[config.mk]
export PLATFORM = sky130hd
export DESIGN_NAME = fetch_sequencer
export DESIGN_NICKNAME = d
export VERILOG_FILES = /design/src/rtl/fetch_sequencer.sv
export SDC_FILE = /design/constraint.sdc
export NUM_CORES = 1
export LEC_CHECK = 0
export ABC_AREA = 1
export CORE_ASPECT_RATIO = 0.7
export CORE_MARGIN = 2
export CORE_UTILIZATION = 45
export CTS_CLUSTER_DIAMETER = 120
export CTS_CLUSTER_SIZE = 16
export DETAILED_ROUTE_END_ITERATION = 6
export HOLD_SLACK_MARGIN = 0.05
export PLACE_DENSITY = 0.69
export SLEW_MARGIN = 20
export SYNTH_ARGS = -nofsm -noshare
export SYNTH_HDL_FRONTEND = slang
export SYNTH_SLANG_ARGS = --single-unit
[constraint.sdc]
create_clock -name i_clk -period 8.4 [get_ports i_clk]
set_input_delay 1.68 -clock i_clk [delete_from_list [all_inputs] [get_ports i_clk]]
set_output_delay 1.68 -clock i_clk [all_outputs]
set_load 0.005 [all_outputs]
[src/rtl/fetch_sequencer.sv]
// Instruction fetch sequencer: one outstanding imem request, output register plus 1-entry skid.
// Optional perf counters o_fetch_cnt/o_stall_cnt are built when FETCH_PERF_CNT_EN is defined.
module fetch_sequencer #(
  parameter int unsigned         XLEN         = 32,
  parameter logic [XLEN-1:0]     RESET_VECTOR = '0
) (
  input  logic            i_clk,
  input  logic            i_reset,
  output logic            o_imem_req,
  output logic [XLEN-1:0] o_imem_addr,
  input  logic            i_imem_gnt,
  input  logic            i_imem_rvalid,
  input  logic [XLEN-1:0] i_imem_rdata,
  input  logic            i_redirect,
  input  logic [XLEN-1:0] i_redirect_pc,
  input  logic            i_stall,
  output logic            o_valid,
  output logic [XLEN-1:0] o_pc,
  output logic [XLEN-1:0] o_instruction
`ifdef FETCH_PERF_CNT_EN
  ,
  output logic [31:0]     o_fetch_cnt,
  output logic [31:0]     o_stall_cnt
`endif
);

  typedef enum logic [1:0] {S_REQ, S_WAIT, S_DRAIN, S_HOLD} state_t;

  state_t          r_state;
  logic            r_imem_req;
  logic [XLEN-1:0] r_imem_addr;
  logic [XLEN-1:0] r_next;
  logic            r_drop;
  logic            r_valid;
  logic [XLEN-1:0] r_pc;
  logic [XLEN-1:0] r_instr;
  logic            r_skid_valid;
  logic [XLEN-1:0] r_skid_pc;
  logic [XLEN-1:0] r_skid_instr;

  logic            w_consume;
  logic            w_resp_take;
  logic [XLEN-1:0] w_target;
  logic [XLEN-1:0] w_seq_addr;

  assign w_consume   = r_valid & ~i_stall;
  assign w_resp_take = (r_state == S_WAIT) & i_imem_rvalid & ~i_redirect;
  assign w_target    = i_redirect_pc & ~(XLEN'(3));
  assign w_seq_addr  = r_imem_addr + XLEN'(4);

  // r_imem_addr still holds the granted address while in WAIT, so it tags the response.
  always_ff @(posedge i_clk or posedge i_reset) begin
    if (i_reset) begin
      r_valid      <= 1'b0;
      r_pc         <= RESET_VECTOR;
      r_instr      <= '0;
      r_skid_valid <= 1'b0;
      r_skid_pc    <= '0;
      r_skid_instr <= '0;
    end else if (i_redirect) begin
      r_valid      <= 1'b0;
      r_skid_valid <= 1'b0;
    end else if (w_resp_take) begin
      if (!r_valid || w_consume) begin
        r_valid <= 1'b1;
        r_pc    <= r_imem_addr;
        r_instr <= i_imem_rdata;
      end else begin
        r_skid_valid <= 1'b1;
        r_skid_pc    <= r_imem_addr;
        r_skid_instr <= i_imem_rdata;
      end
    end else if (w_consume) begin
      if (r_skid_valid) begin
        r_pc         <= r_skid_pc;
        r_instr      <= r_skid_instr;
        r_skid_valid <= 1'b0;
      end else begin
        r_valid <= 1'b0;
      end
    end
  end

  always_ff @(posedge i_clk or posedge i_reset) begin
    if (i_reset) begin
      r_state     <= S_REQ;
      r_imem_req  <= 1'b0;
      r_imem_addr <= RESET_VECTOR;
      r_next      <= RESET_VECTOR;
      r_drop      <= 1'b0;
    end else begin
      case (r_state)
        S_REQ: begin
          if (!r_imem_req) begin
            r_imem_req <= 1'b1;
            if (i_redirect) r_imem_addr <= w_target;
          end else if (i_imem_gnt) begin
            r_imem_req <= 1'b0;
            r_drop     <= 1'b0;
            if (i_redirect || r_drop) begin
              r_state <= S_DRAIN;
              if (i_redirect) r_next <= w_target;
            end else begin
              r_state <= S_WAIT;
            end
          end else if (i_redirect) begin
            // Request must stay stable until granted; remember to discard its response.
            r_drop <= 1'b1;
            r_next <= w_target;
          end
        end
        S_WAIT: begin
          if (i_redirect) begin
            if (i_imem_rvalid) begin
              r_state     <= S_REQ;
              r_imem_req  <= 1'b1;
              r_imem_addr <= w_target;
            end else begin
              r_state <= S_DRAIN;
              r_next  <= w_target;
            end
          end else if (i_imem_rvalid) begin
            if (!r_valid || w_consume) begin
              r_state     <= S_REQ;
              r_imem_req  <= 1'b1;
              r_imem_addr <= w_seq_addr;
            end else begin
              r_state <= S_HOLD;
              r_next  <= w_seq_addr;
            end
          end
        end
        S_DRAIN: begin
          if (i_imem_rvalid) begin
            r_state     <= S_REQ;
            r_imem_req  <= 1'b1;
            r_imem_addr <= i_redirect ? w_target : r_next;
          end else if (i_redirect) begin
            r_next <= w_target;
          end
        end
        default: begin
          if (i_redirect || w_consume) begin
            r_state     <= S_REQ;
            r_imem_req  <= 1'b1;
            r_imem_addr <= i_redirect ? w_target : r_next;
          end
        end
      endcase
    end
  end

`ifdef FETCH_PERF_CNT_EN
  logic [31:0] r_fetch_cnt;
  logic [31:0] r_stall_cnt;

  always_ff @(posedge i_clk or posedge i_reset) begin
    if (i_reset) begin
      r_fetch_cnt <= '0;
      r_stall_cnt <= '0;
    end else begin
      if (w_consume)         r_fetch_cnt <= r_fetch_cnt + 32'd1;
      if (r_valid && i_stall) r_stall_cnt <= r_stall_cnt + 32'd1;
    end
  end

  assign o_fetch_cnt = r_fetch_cnt;
  assign o_stall_cnt = r_stall_cnt;
`endif

  assign o_imem_req    = r_imem_req;
  assign o_imem_addr   = r_imem_addr;
  assign o_valid       = r_valid;
  assign o_pc          = r_pc;
  assign o_instruction = r_instr;

endmodule
==> results of run 1 <==
[flip-flops by register name, indices dropped and copies added, names as in the netlist, 2 cells and up]
| signal | flops |
|---|---|
| o_imem_addr | 32 |
| o_instruction | 32 |
| o_pc | 32 |
| r_next | 32 |
| r_skid_instr | 32 |
| r_skid_pc | 32 |
| r_state | 2 |
[worst min-delay path, delay by kind of cell, from the launching register on]
kind | cells | cell delay [ps]
flip-flops | 1 | 350
AND/OR/NAND/NOR | 2 | 100
[area by class of cell]
class                      instances  area (um^2)  share of cell area [%]
antenna                            1         2.50                  0.0198
clock buffer                      20          467                    3.69
clock inverter                    12          188                    1.49
inverter                          89          344                    2.72
multi-input combinational       1019         4560                    36.1
sequential                       198         4950                    39.2
tap                              312          390                    3.09
timing repair buffer             176         1730                    13.7
[cell usage after synthesis, drive strengths merged]
library cell  instances  area share (%)
nand2               448              17
o21bai                1           0.073
a22o                  6            0.51
nor3                  5            0.24
and2                  4            0.24
a21oi                51             2.5
nand3                46             2.3
o22ai                14            0.85
o211ai                1           0.073
dfrtp               198              48
a22oi                 7            0.51
o21ai               125             6.1
nand4                 3            0.18
nand3b                3            0.22
nor3b                 3            0.22
inv                  89             3.3
clkbuf               25            0.91
xor2                  6            0.51
nor2                221             8.4
or2                   3            0.18
ha                    1            0.12
o21a                  2            0.15
o2111ai               1           0.085
buf                  51             3.3
a31oi                68             4.1
[kinds of logic after synthesis]
| logic type | share of synthesized area (%) |
|---|---|
| xor gates and xnor gates | 0.512 |
| buffers and inverters | 7.45 |
| and+or+nand+nor | 28.6 |
| AOI/OAI and AO/OA | 15.0 |
| adders and majority gates | 0.122 |
| DFF | 48.3 |
[report_power, final]
| group | switching, mW | internal [mW] |
|---|---|---|
| Clock | 0.394 | 0.528 |
| Combinational | 1.15 | 0.905 |
| Sequential | 0.350 | 1.31 |
[per-stage QoR]
stage	util, %	setup slack, ps	cell area [um^2]
floorplan	-	1320	10300
global placement	53.2	3750	12000
detailed placement	53.2	3700	12000
CTS	56.1	4130	12600
global route	56.1	3850	12600
finish	56.1	4140	12600
[layer usage]
layer | vias up | wire length (um)
met3 | 46 | 2790
met5 | - | 0
met1 | 4705 | 13700
met4 | 0 | 622
li1 | 4718 | -
met2 | 447 | 13400
[worst max path at each step]
stage	endpoint	slack, ps	depth (start not counted)
floorplan	o_imem_addr[0]	1320	1
global placement	o_pc[27]	3750	10
detailed placement	r_skid_instr[7]	3700	9
CTS	o_instruction[29]	4130	11
global route	r_skid_instr[0]	3850	9
finish	o_instruction[29]	4140	11
==> results.txt, run 1 <==
Register area share after synthesis = 48.3%
Max stage delay on crit path = 520 ps
Chip Height = 130 um
Most frequent cells in the layout = nand2_1, nor2_1, dfrtp_1
Met2 Usage GRT = 38.4%
Fin. Hold Viols = 0
Hold path depth = 2
PortBufs = 165
Total wire length = 30.5 mm
First-pass detailed-route iteration total = 6
Gr busiest metal = met2
Synth unique cells = 40
TNS Setup = 0 ps
Worst-path fanout max = 64
Average cell area after synthesis = 7.43 um^2
GR Util met1 = 37.0%
Power per Cell Area = 368 nW/um^2
Max Freq = 235 MHz
CTS tree = yes
CP top delay family = buffers and inverters
Crit path from = i_redirect
Pleak = 5.55 nW
Finish-stage setup viols = 0
Outcome = finished, final reports clean
Synthesized net count = 1,453
Total number of yosys warnings = 0
Register bit total from synthesis = 198
Reg2reg path depth = 11
CP max-delay cell = buf_4
Root Buffer = clkbuf_16
Mapped cell area = 10,300 um^2
Max clock buf depth = 2
Total design power = 4.64 mW
Worst path cell trace = buf_2 > buf_4 > nor2_8 > nand2_2 > buf_4 > inv_2 > nand2_1 > o21ai_4 > buf_4 > nor2_1 > a31oi_1
Worst-margin pin slew = 961 ps
Part of the cycle the worst path needs = 50.7%
Vias/cell = 5.43
CTS Hold Bufs = 0
Critical R2R Capture = o_instruction[29]
Most used cell, CP = buf_4
Clock-pin slew on the worst setup and hold paths = 70 ps
Die X = 185 um
Core Footprint = 22,500 um^2
Die Area = 24,100 um^2
Dpl hpwl = 19.7 mm
CP arrival = 4620 ps
Hold path start = r_next[2]
Num CTS Buffers = 17
DRC Markers = 0
Non-filler instance count after layout = 1,827
Routed WL per cell = 16.7 um
Worst hold endpoint = r_next[2]
Routed Antenna Nets = 0
Share of post-route cells with drive strength above 1 = 4.43%
FF-to-FF setup slack = 4160 ps
Total gr overflow = 0
Initial core utilization = 45.6%
Layout Skew = 13.0 ps
Period minus WS final = 4260 ps
Commonest non-fill, non-tap cell in the layout = nand2_1
I/O Pins = 168
Rows = 46
Clock Latency Late Sink = 450 ps
Vias in the first global route = 9,051
Worst VDD drop = 0.000202 V
Post-CTS sizing = 0
CP Capture Type = flop
First-pass GRT wire length = 48.1 mm
Met3 Use GR = 5.82%
Overall Global Routing Usage = 25.7%
Max Slew Vio Count = 0
H-tree Lvls = 4
RSZ-0062 raised after global routing = no
Slew HR = 35.9%
Gate count of the mapped netlist = 1,382
Max_cap viols = 0
Req. time, crit path = 8760 ps
Area Growth Syn to Fin = 23.0%
Total setup buffers inserted after CTS = 0
WHS = 478 ps
TritonCTS Sinks = 198
DR vias = 9,916
Routability Congestion = 0.900
Initial antenna violation count = 0
R2r startpoint = r_state[1]
Placed Instances = 1,794
1st-iter DRT viols = 924
Crit Path Category = input port to flop
Critical path launch point type = input port
Largest net degree at the start of global routing = 137
WP buf/inv = 5
Layout Nets = 1,572
Worst min path class = flop to flop
Fillers = 2,076
(Power assumes the default switching activity.)
==> run 2, diff against run 1 <==
==> constraint.sdc (replaced) <==
create_clock -name i_clk -period 4.35 [get_ports i_clk]
set_input_delay 0.87 -clock i_clk [delete_from_list [all_inputs] [get_ports i_clk]]
set_output_delay 0.87 -clock i_clk [all_outputs]
set_load 0.005 [all_outputs]
==> results.txt, run 2 (same netlist as run 1, synthesis figures left out) <==
Die Area = 24,100 um^2
Clock-pin slew on the worst setup and hold paths = 80 ps
DRC Markers = 0
Max clock buf depth = 2
First-pass detailed-route iteration total = 5
Critical R2R Capture = r_next[5]
RSZ-0062 raised after global routing = no
Routed Antenna Nets = 0
Total setup buffers inserted after CTS = 0
Most frequent cells in the layout = nand2_1, nor2_1, dfrtp_1
Layout Nets = 1,579
Crit Path Category = input port to flop
1st-iter DRT viols = 953
Commonest non-fill, non-tap cell in the layout = nand2_1
CP Capture Type = flop
Non-filler instance count after layout = 1,833
Vias/cell = 5.42
Worst-path fanout max = 37
Area post-placement = 12,100 um^2
I/O Pins = 168
FF-to-FF setup slack = 1770 ps
Fin. Hold Viols = 0
Part of the cycle the worst path needs = 63.0%
Worst-margin pin slew = 886 ps
Period minus WS final = 2740 ps
Pleak = 5.58 nW
Dpl hpwl = 20.1 mm
Final Cell Area = 12,700 um^2
Max Slew Vio Count = 0
Worst min path class = flop to flop
Placed Instances = 1,801
Critical path launch point type = input port
Core Footprint = 22,500 um^2
Overall Global Routing Usage = 25.9%
CP arrival = 3090 ps
Finish-stage setup viols = 0
PortBufs = 165
Max_cap viols = 0
DR vias = 9,944
Total wire length = 30.8 mm
Layout Skew = 11.0 ps
Worst VDD drop = 0.000356 V
Chip Height = 130 um
TritonCTS Sinks = 198
Initial core utilization = 45.6%
Area Growth Syn to Fin = 23.6%
H-tree Lvls = 4
Post-CTS sizing = 0
Crit path from = i_stall
Outcome = finished, final reports clean
Req. time, crit path = 4700 ps
R2r startpoint = r_state[1]
TNS Setup = 0 ps
Share of post-route cells with drive strength above 1 = 4.87%
Routed WL per cell = 16.8 um
Clock Latency Late Sink = 440 ps
Num CTS Buffers = 17
First-pass GRT wire length = 48.5 mm
Initial antenna violation count = 0
Routability Congestion = 0.898
Root Buffer = clkbuf_16
Reg2reg path depth = 9
Max Freq = 365 MHz
Rows = 46
Antenna cells = 0
Crit path to = o_imem_addr[13]
Power per Cell Area = 700 nW/um^2
Die X = 185 um
Total gr overflow = 0
CTS tree = yes
Largest net degree at the start of global routing = 88
Slew HR = 40.9%
CTS Hold Bufs = 0
Vias in the first global route = 9,299
## run 2: cell count changes in the layout (fill, tap and decap cells not counted), sizes merged
cell,delta
diode,-1
buf,+7
clkinv,+2
bufinv,-2
## run 2: worst min-delay path by stage
stage                     depth (start not counted)               to             from  slack (ps)
after floorplan                                   2        r_next[2]        r_next[2]         440
after global placement                            2        r_next[2]        r_next[2]         460
after detailed placement                          2       r_next[15]       r_next[15]         470
after CTS                                         2       r_next[15]       r_next[15]         490
after global routing                              2     r_skid_pc[0]     r_skid_pc[0]         500
final                                             2  r_skid_instr[2]  r_skid_instr[2]         490
## run 2: power breakdown
group	internal [mW]	switching [mW]
Sequential	2.54	0.650
Combinational	1.79	2.27
Clock	0.904	0.743
## run 2: stage by stage
stage / total power, mW / utilization [%] / setup slack [ps] / hold WS, ps
after global routing: 9.54 / 56.4 / 1450 / 504
after floorplan: 5.46 / - / 920 / 442
after global placement: 7.12 / 53.7 / 1230 / 457
after CTS: 8.87 / 56.4 / 1650 / 486
after detailed placement: 7.22 / 53.7 / 1190 / 467
final: 8.88 / 56.4 / 1610 / 488
## run 2: critical path, cell delays in order
cell and delay, ps:
clkdlybuf4s50_1 490, inv_1 60, a21oi_1 340, nand2_1 120, o21ai_0 90, inv_1 110, nand2_4 330, inv_4 270
or2_0 270, nand2_1 70, inv_1 30
## run 2: layout make-up
type	count	area, um^2
clock buffers	20	467
clock inverters	12	139
fillers	2094	9810
inverters	89	340
multi-input cells	1019	4560
flip-flops and latches	198	4950
well taps	312	390
repair buffers	183	1840
## run 2: metal layers
layer	vias up	GRT usage, %	part of all wire, %
met5	-	0	0
met2	427	38.9	43
met1	4731	36.5	45
met3	57	6.65	8.8
met4	0	9.27	2.5
li1	4729	-	-
